### src/rtl/laplace_pkg.sv
// Shared types and constants for the Laplacian scan controller and its address generator.
package laplace_pkg;

  typedef enum logic [2:0] {
    IDLE  = 3'd0,
    FETCH = 3'd1,
    LAST  = 3'd2,
    CALC  = 3'd3,
    OUT   = 3'd4,
    DONE  = 3'd5
  } state_t;

  localparam int DEF_IMG_W  = 512;
  localparam int DEF_IMG_H  = 512;
  localparam int DEF_ADDR_W = 18;
  localparam int DEF_CRD_W  = 9;

  // Read order of the cross neighbourhood: north, west, centre, east, south.
  localparam logic [2:0] K_B = 3'd0;
  localparam logic [2:0] K_D = 3'd1;
  localparam logic [2:0] K_E = 3'd2;
  localparam logic [2:0] K_F = 3'd3;
  localparam logic [2:0] K_H = 3'd4;

endpackage

### src/rtl/laplace_addr_gen.sv
// Combinational read address for neighbour k of the window whose top-left corner is (row, col).
module laplace_addr_gen
  import laplace_pkg::*;
#(
  parameter int IMG_W  = DEF_IMG_W,
  parameter int ADDR_W = DEF_ADDR_W,
  parameter int CRD_W  = DEF_CRD_W
) (
  input  logic [CRD_W-1:0]  row,
  input  logic [CRD_W-1:0]  col,
  input  logic [2:0]        k,
  output logic [ADDR_W-1:0] addr
);

  localparam logic [ADDR_W-1:0] STRIDE = ADDR_W'(IMG_W);
  localparam logic [ADDR_W-1:0] ONE    = ADDR_W'(1);
  localparam logic [ADDR_W-1:0] TWO    = ADDR_W'(2);

  logic [ADDR_W-1:0] base;
  logic [ADDR_W-1:0] offset;

  always_comb begin
    base = ADDR_W'(row) * STRIDE + ADDR_W'(col);
    case (k)
      K_B:     offset = ONE;
      K_D:     offset = STRIDE;
      K_E:     offset = STRIDE + ONE;
      K_F:     offset = STRIDE + TWO;
      K_H:     offset = (STRIDE << 1) + ONE;
      default: offset = '0;
    endcase
    addr = base + offset;
  end

endmodule

### src/rtl/laplace_scan_ctrl.sv
// Raster-scan sequencer: fetches each 5-point cross from image RAM, feeds the filter, hands results downstream.
module laplace_scan_ctrl
  import laplace_pkg::*;
#(
  parameter int IMG_W  = DEF_IMG_W,
  parameter int IMG_H  = DEF_IMG_H,
  parameter int ADDR_W = DEF_ADDR_W,
  parameter int CRD_W  = DEF_CRD_W
) (
  input  logic              clk,
  input  logic              rst_n,
  input  logic              start,
  output logic              busy,
  output logic              done,
  output logic              rd_en,
  output logic [ADDR_W-1:0] rd_addr,
  input  logic [7:0]        rd_data,
  output logic [7:0]        b,
  output logic [7:0]        d,
  output logic [7:0]        e,
  output logic [7:0]        f,
  output logic [7:0]        h,
  input  logic [7:0]        s,
  output logic              out_valid,
  input  logic              out_ready,
  output logic [7:0]        out_data,
  output logic [CRD_W-1:0]  out_row,
  output logic [CRD_W-1:0]  out_col
);

  localparam logic [CRD_W-1:0] LAST_ROW = CRD_W'(IMG_H - 3);
  localparam logic [CRD_W-1:0] LAST_COL = CRD_W'(IMG_W - 3);

  state_t            state;
  logic [2:0]        k;
  logic [2:0]        cap_k;
  logic              cap_valid;
  logic [CRD_W-1:0]  row;
  logic [CRD_W-1:0]  col;
  logic [ADDR_W-1:0] gen_addr;

  laplace_addr_gen #(
    .IMG_W  (IMG_W),
    .ADDR_W (ADDR_W),
    .CRD_W  (CRD_W)
  ) u_addr_gen (
    .row  (row),
    .col  (col),
    .k    (k),
    .addr (gen_addr)
  );

  assign rd_addr = rd_en ? gen_addr : '0;

  // cap_valid/cap_k trail the read strobe by one cycle to match the RAM latency.
  always_ff @(posedge clk) begin
    if (!rst_n) begin
      state     <= IDLE;
      k         <= K_B;
      cap_k     <= K_B;
      cap_valid <= 1'b0;
      row       <= '0;
      col       <= '0;
      busy      <= 1'b0;
      done      <= 1'b0;
      rd_en     <= 1'b0;
      b         <= '0;
      d         <= '0;
      e         <= '0;
      f         <= '0;
      h         <= '0;
      out_valid <= 1'b0;
      out_data  <= '0;
      out_row   <= '0;
      out_col   <= '0;
    end else begin
      cap_valid <= rd_en;
      cap_k     <= k;
      if (cap_valid) begin
        case (cap_k)
          K_B:     b <= rd_data;
          K_D:     d <= rd_data;
          K_E:     e <= rd_data;
          K_F:     f <= rd_data;
          K_H:     h <= rd_data;
          default: ;
        endcase
      end
      done <= 1'b0;

      case (state)
        IDLE: begin
          if (start) begin
            state <= FETCH;
            busy  <= 1'b1;
            rd_en <= 1'b1;
            row   <= '0;
            col   <= '0;
            k     <= K_B;
          end
        end
        FETCH: begin
          if (k == K_H) begin
            state <= LAST;
            rd_en <= 1'b0;
            k     <= K_B;
          end else begin
            k <= k + 3'd1;
          end
        end
        LAST: state <= CALC;
        CALC: begin
          out_data  <= s;
          out_row   <= row;
          out_col   <= col;
          out_valid <= 1'b1;
          state     <= OUT;
        end
        OUT: begin
          if (out_ready) begin
            out_valid <= 1'b0;
            if (row == LAST_ROW && col == LAST_COL) begin
              state <= DONE;
              done  <= 1'b1;
            end else begin
              if (col == LAST_COL) begin
                col <= '0;
                row <= row + 1'b1;
              end else begin
                col <= col + 1'b1;
              end
              state <= FETCH;
              rd_en <= 1'b1;
              k     <= K_B;
            end
          end
        end
        DONE: begin
          state <= IDLE;
          busy  <= 1'b0;
        end
        default: state <= IDLE;
      endcase
    end
  end

endmodule

### config.mk
export PLATFORM = sky130hd
export DESIGN_NAME = laplace_scan_ctrl
export DESIGN_NICKNAME = d
export VERILOG_FILES = /design/src/rtl/laplace_pkg.sv /design/src/rtl/laplace_addr_gen.sv /design/src/rtl/laplace_scan_ctrl.sv
export SDC_FILE = /design/constraint.sdc
export NUM_CORES = 1
export LEC_CHECK = 0
export BUFFER_PORTS_ARGS = -buffer_cell sky130_fd_sc_hd__buf_4
export CORE_ASPECT_RATIO = 0.6
export CORE_UTILIZATION = 42
export DETAILED_ROUTE_END_ITERATION = 16
export PLACE_DENSITY = 0.7
export RECOVER_POWER = 25
export SLEW_MARGIN = 20
export SYNTH_ARGS = -nofsm -noshare
export SYNTH_HDL_FRONTEND = slang
export SYNTH_SLANG_ARGS = --single-unit
### constraint.sdc
create_clock -name clk -period 2.6 [get_ports clk]
set_input_delay 0.39 -clock clk [delete_from_list [all_inputs] [get_ports clk]]
set_output_delay 0.39 -clock clk [all_outputs]
set_load 0.02 [all_outputs]
=== After elaboration in Yosys (flattened, before gate mapping) ===
Index checks and enable logic that the tools add are counted.

* Output and inout port bits: 88
* Logic and storage cells: 94
* Register bits: 98
* Input port bits: 20

* Add/sub/neg operators: 5
* Reductions and logical operators: 21
* Mux-type cells: 30
* Equal/unequal tests: 20

{| class="wikitable"
|+ Operators by type and width
! cell !! count
|-
| two-way mux 9 bit || 7
|-
| case mux 11 bit (5 select lines) || 1
|-
| case mux 9 bit (2 select lines) || 2
|-
| two-way mux 3 bit || 8
|-
| adder 18 x 11 -> 18 bit || 1
|-
| adder 18 x 9 -> 18 bit || 1
|-
| adder 9 x 1 -> 9 bit, second input constant || 2
|-
| == test 3 x 2 -> 1 bit, second input constant || 6
|-
| == test 9 bit, second input constant || 2
|-
| two-way mux 18 bit || 1
|-
| case mux 3 bit (5 select lines) || 1
|-
| AND reduction 2 bit || 7
|-
| == test 3 bit, second input constant || 4
|-
| inequality test 2 bit, second input constant || 5
|-
| AND reduction 5 bit || 2
|-
| == test 3 x 1 -> 1 bit, second input constant || 3
|-
| logical NOT 3 bit || 3
|-
| case mux 3 bit (3 select lines) || 1
|-
| AND reduction 4 bit || 2
|-
| two-way mux 1 bit || 6
|-
| AND reduction 3 bit || 2
|-
| nonzero test 2 bit || 3
|-
| case mux 1 bit (2 select lines) || 2
|-
| adder 3 x 1 -> 3 bit, second input constant || 1
|-
| 3 further kinds || 3
|}

=== Logic depth before layout (Yosys ltp) ===
* Word-level depth: 5
* Depth in mapped cells: 10
* Mapped depth without buffers: 10

=== Cells and area by module ===
From an unflattened synthesis, not the netlist that was laid out.

* Cell total of the unflattened synthesis: 582
* Area, all modules: 4,578.1 µm²

{| class="wikitable"
|+ Modules (own cells, without submodules)
! module !! times used !! cells each !! sequential area each (µm²) !! area an instance (µm²)
|-
| laplace_scan_ctrl || 1 || 523 || 1,961.9 || 4,164.0
|-
| laplace_addr_gen || 1 || 59 || 0.0 || 414.1
|}

=== Worst setup path before layout ===
OpenSTA, ideal clock, no wires.

* Kind: register to output
* Start point: register k[0]
* End point: output rd_addr[8]
* Data required time: 2.210 ns
* Stages on the path, launching flop included: 9
* Data arrival time: 2.215 ns
* Setup slack: -0.005 ns
* Buffers on the path: 0
* Cells stage by stage: dfxtp_1 > inv_1 > ha_1 > a21o_1 > ha_1 > fa_1 > nand3_1 > o21ai_0 > a21boi_0

* Longest elaborated chain between the ends: 4
* Elaborated cells on any way between the ends: 8

{| class="wikitable"
|+ Ends and longest elaborated chain
! element !! RTL line !! source
|-
| start: declaration || laplace_scan_ctrl.sv:35 || <nowiki>logic [2:0] k;</nowiki>
|-
| start signal: assignment || laplace_scan_ctrl.sv:108 || <nowiki>k <= k + 3'd1;</nowiki>
|-
| == test 3 bit, or another cell as far along || laplace_addr_gen.sv:24 || <nowiki>case (k)</nowiki>
|-
| case mux 11 bit (5 select lines) * || laplace_addr_gen.sv:24 ||
|-
| adder 18 x 11 -> 18 bit * || laplace_addr_gen.sv:32 || <nowiki>addr = base + offset;</nowiki>
|-
| two-way mux 18 bit * || laplace_scan_ctrl.sv:53 || <nowiki>assign rd_addr = rd_en ? gen_addr : '0;</nowiki>
|-
| end: declaration || laplace_scan_ctrl.sv:16 || <nowiki>output logic [ADDR_W-1:0] rd_addr,</nowiki>
|}

Mark *: on every way between the ends. The rest lies on a longest branch, timed or not.

=== Worst setup path in the final report ===
* Start point: register k[0]
* End point: output rd_addr[14]

The elaborated chain is that of the path after synthesis.

==> qor.yml <==
status: "finished with violations"
violations: "DRC, setup timing"
clock_skew_ns: 0.0121
netlist_area_um2: 4740
clock_path_buffers: 2
synth_warnings: 0
fin_cells: 826
drc: 9
power.share.switching_pct: 28.6
max_freq_ghz: 0.343
leakagePower_uw: 0.00238
cts_tree: "done"
internal-power_uw: 2430
synth_top_area_share_pct: 41.4
synth-async-reset-ratio_pct: 0
cp-start-kind: "flip-flop"
synthCells: 560
peakVddDrop_mv: 0.336
die_w_um: 139
first_global_vias: 4052
antenna_found_initial: 0
clkTransAtPathRegs_ns: 0.07
worstMarginPinSlew_ns: 1.01
gr-total-overflow: 0
place.gp.congestion: 0.892
multiInputGateArea_um2: 2760
fin_setup_tns_ns: -3.18
finalHoldViolations: 0
drt_pass1_iterations: 13
synthDistinctLibCells: 63
cts_root_buffer: "clkbuf_16"
endpoint_kind: "primary output"
crit_type: "flip-flop to primary output"
syn_avg_cell_area_um2: 8.47
totalWireLength_mm: 13.3
clockPowerShare_pct: 39.1
vias: 4370
grt_usage_pct: 22.7
routed_via_density: 5.29
relSlewSlack_pct: 33.0
rsz0062_at_grt: "yes"
path_max_fanout: 4
regArea_um2: 1970
fill_cells: 1010
wl_per_cell_um: 16.1
critPathArrivalTime_ns: 2.52
numCtsBuffers: 9
r2r-end: "row[3]"
p_sw_uw: 972
startpoint: "k[0]"
port_buffers: 107
period_share_pct: 112
critPathRequiredTime_ns: 2.21
powerDensity_nw_per_um2: 547
maxCapViolCount: 0
die_area_um2: 11700
yosysTopAreaCell: "dfxtp_1"
r2r-start: "row[1]"
min_path_type: "input port to flip-flop"
setup_viol: 15
clkLatencyLatePin_ns: 0.35
coreArea_um2: 10800
area_growth_pct: 31.0
synth_flop_cell: "dfxtp_1"
start_util_pct: 44.0
synth_edf_count: 0
synthTopCellsByArea: "dfxtp_1 41%, nand2_1 11%, a21boi_0 9.7%"
num_rows: 29
placed_cells: 807
synth_nets: 594
worst_slack_ns: -0.312
clock_sinks: 98
grt_pass1_wl_mm: 20.9
ant_nets: 0
place_hpwl_mm: 9.60
drt_iter0_drc: 412
die_h_um: 84.3
h-tree-depth: 3
ys_ff_latch: 98
grt_max_degree: 59
min_period_ns: 2.91
p_seq_share_pct: 47.5
endpoint: "rd_addr[14]"
pwr-share-comb_pct: 13.4
drive_above_1_share_pct: 23.7
ys_seq_area_share_pct: 41.4
slew_violations: 0
ctsHoldBuffers: 0
p_total_uw: 3400
boundaryPins: 108
r2r_cells: 9
final_nets: 716
antenna_cells: 0
rrSetupSlack_ns: 0.36
## critical path, cell delays in order, from the launching register on
cell and delay, ns:
dfxtp_4 0.38, ha_4 0.17, ha_4 0.15, o21bai_1 0.15, ha_1 0.32, nand3_2 0.11
o41ai_2 0.21, buf_4 0.19, nand2b_1 0.07, xnor2_1 0.12, and2_1 0.17, buf_6 0.13
## cells by family after synthesis
logic type,count (synthesis),synth area share [%]
simple gates,249,25.8
compound gates,135,20.7
flops,98,41.4
buf+inv,43,4.12
fa+ha+maj,14,3.85
xor+xnor,12,2.22
mux,9,2.00
## flip-flops by register name (all words and copies together), names as in the netlist
| name | flops |
|---|---|
| col | 9 |
| out_col | 9 |
| out_row | 9 |
| row | 9 |
| b | 8 |
| d | 8 |
| e | 8 |
| f | 8 |
| h | 8 |
| out_data | 8 |
| cap_k | 3 |
| k | 3 |
| state | 3 |
| busy | 1 |
| cap_valid | 1 |
| done | 1 |
| out_valid | 1 |
| rd_en | 1 |
## per-stage QoR
step | instance area (um2) | setup WS (ns) | utilization (%) | hold WS (ns)
finish | 6210 | -0.312 | 57.7 | 0.296
global route | 6210 | -0.451 | 57.7 | 0.307
CTS | 6270 | -0.299 | 58.2 | 0.287
detailed placement | 5810 | -0.157 | 54.0 | 0.457
global placement | 5810 | -0.111 | 54.0 | 0.451
floorplan | 4740 | 0.0119 | - | 0.452
## metal layers
metal  vias to the layer above  track usage [%]  wire length [um]
met2                       133             32.6              5480
met1                      2055             32.6              6660
met3                        18             6.56               973
met5                         -                0                 0
li1                       2164                -                 -
met4                         0             6.87               159
## worst min-delay path by stage
stage / start / endpoint / cells after the start
finish: s[6] / out_data[6] / 3
global placement: out_data[6] / out_data[6] / 2
global route: s[0] / out_data[0] / 3
CTS: s[6] / out_data[6] / 3
detailed placement: out_data[6] / out_data[6] / 2
floorplan: k[2] / cap_k[2] / 2
## power groups by stage
stage,Sequential [uW],Combinational (uW),Clock (uW)
finish,1620,455,1330
global route,1630,497,1410
CTS,1610,461,1350
detailed placement,1640,444,0
global placement,1640,430,0
floorplan,1640,257,0
## cell type report
| class | instances | area share [%] |
|---|---|---|
| inverters | 11 | 0.705 |
| repair buffers | 143 | 15.6 |
| well taps | 139 | 2.80 |
| flip-flops and latches | 98 | 31.7 |
| clock buffers | 10 | 3.85 |
| clock inverters | 6 | 0.906 |
| multi-input cells | 419 | 44.4 |
## Yosys cell counts (2+ instances only)
master and number:
a21boi_0 61, a21boi_1 2, a21o_1 2, a21oi_1 9
a31oi_1 2, and2_1 17, and3_1 6, buf_1 2
buf_2 6, buf_4 3, buf_6 2, clkbuf_1 19
dfxtp_1 98, ha_1 13, inv_1 11, mux2i_1 8
nand2_1 139, nand2b_1 3, nand3_1 13, nand3b_1 4
nand4_1 2, nand4_4 2, nor2_1 21, nor2_2 3
nor2b_1 13, nor3_1 7, nor4_1 2, o211ai_1 9
o21a_1 5, o21ai_0 19, o21bai_1 2, o311ai_0 3
o31a_1 2, o31ai_1 6, o41ai_1 3, o41ai_2 2
or3_1 2, or4_1 2, xnor2_1 9, xor2_1 3
## repair_timing
item,4_1_cts,5_1_grt
pin swaps,11,13
gates resized for setup,37,17
endpoints found under the setup margin,16,16
hold endpoints to repair,0,0
setup buffers,1,3
## layout by cell type, fill, tap and decap left out, drive strengths merged, types with 5 or more instances in the layout
master  count
a21boi     63
a21oi       9
and2       18
and3        6
buf       101
clkbuf     52
dfxtp      98
ha         13
inv        14
mux2i       8
nand2     141
nand3      14
nor2       25
nor2b      13
nor3        7
o211ai      9
o21a        5
o21ai      20
o31ai       7
o41ai       5
xnor2       9
Power figures use the tool's default switching activity.
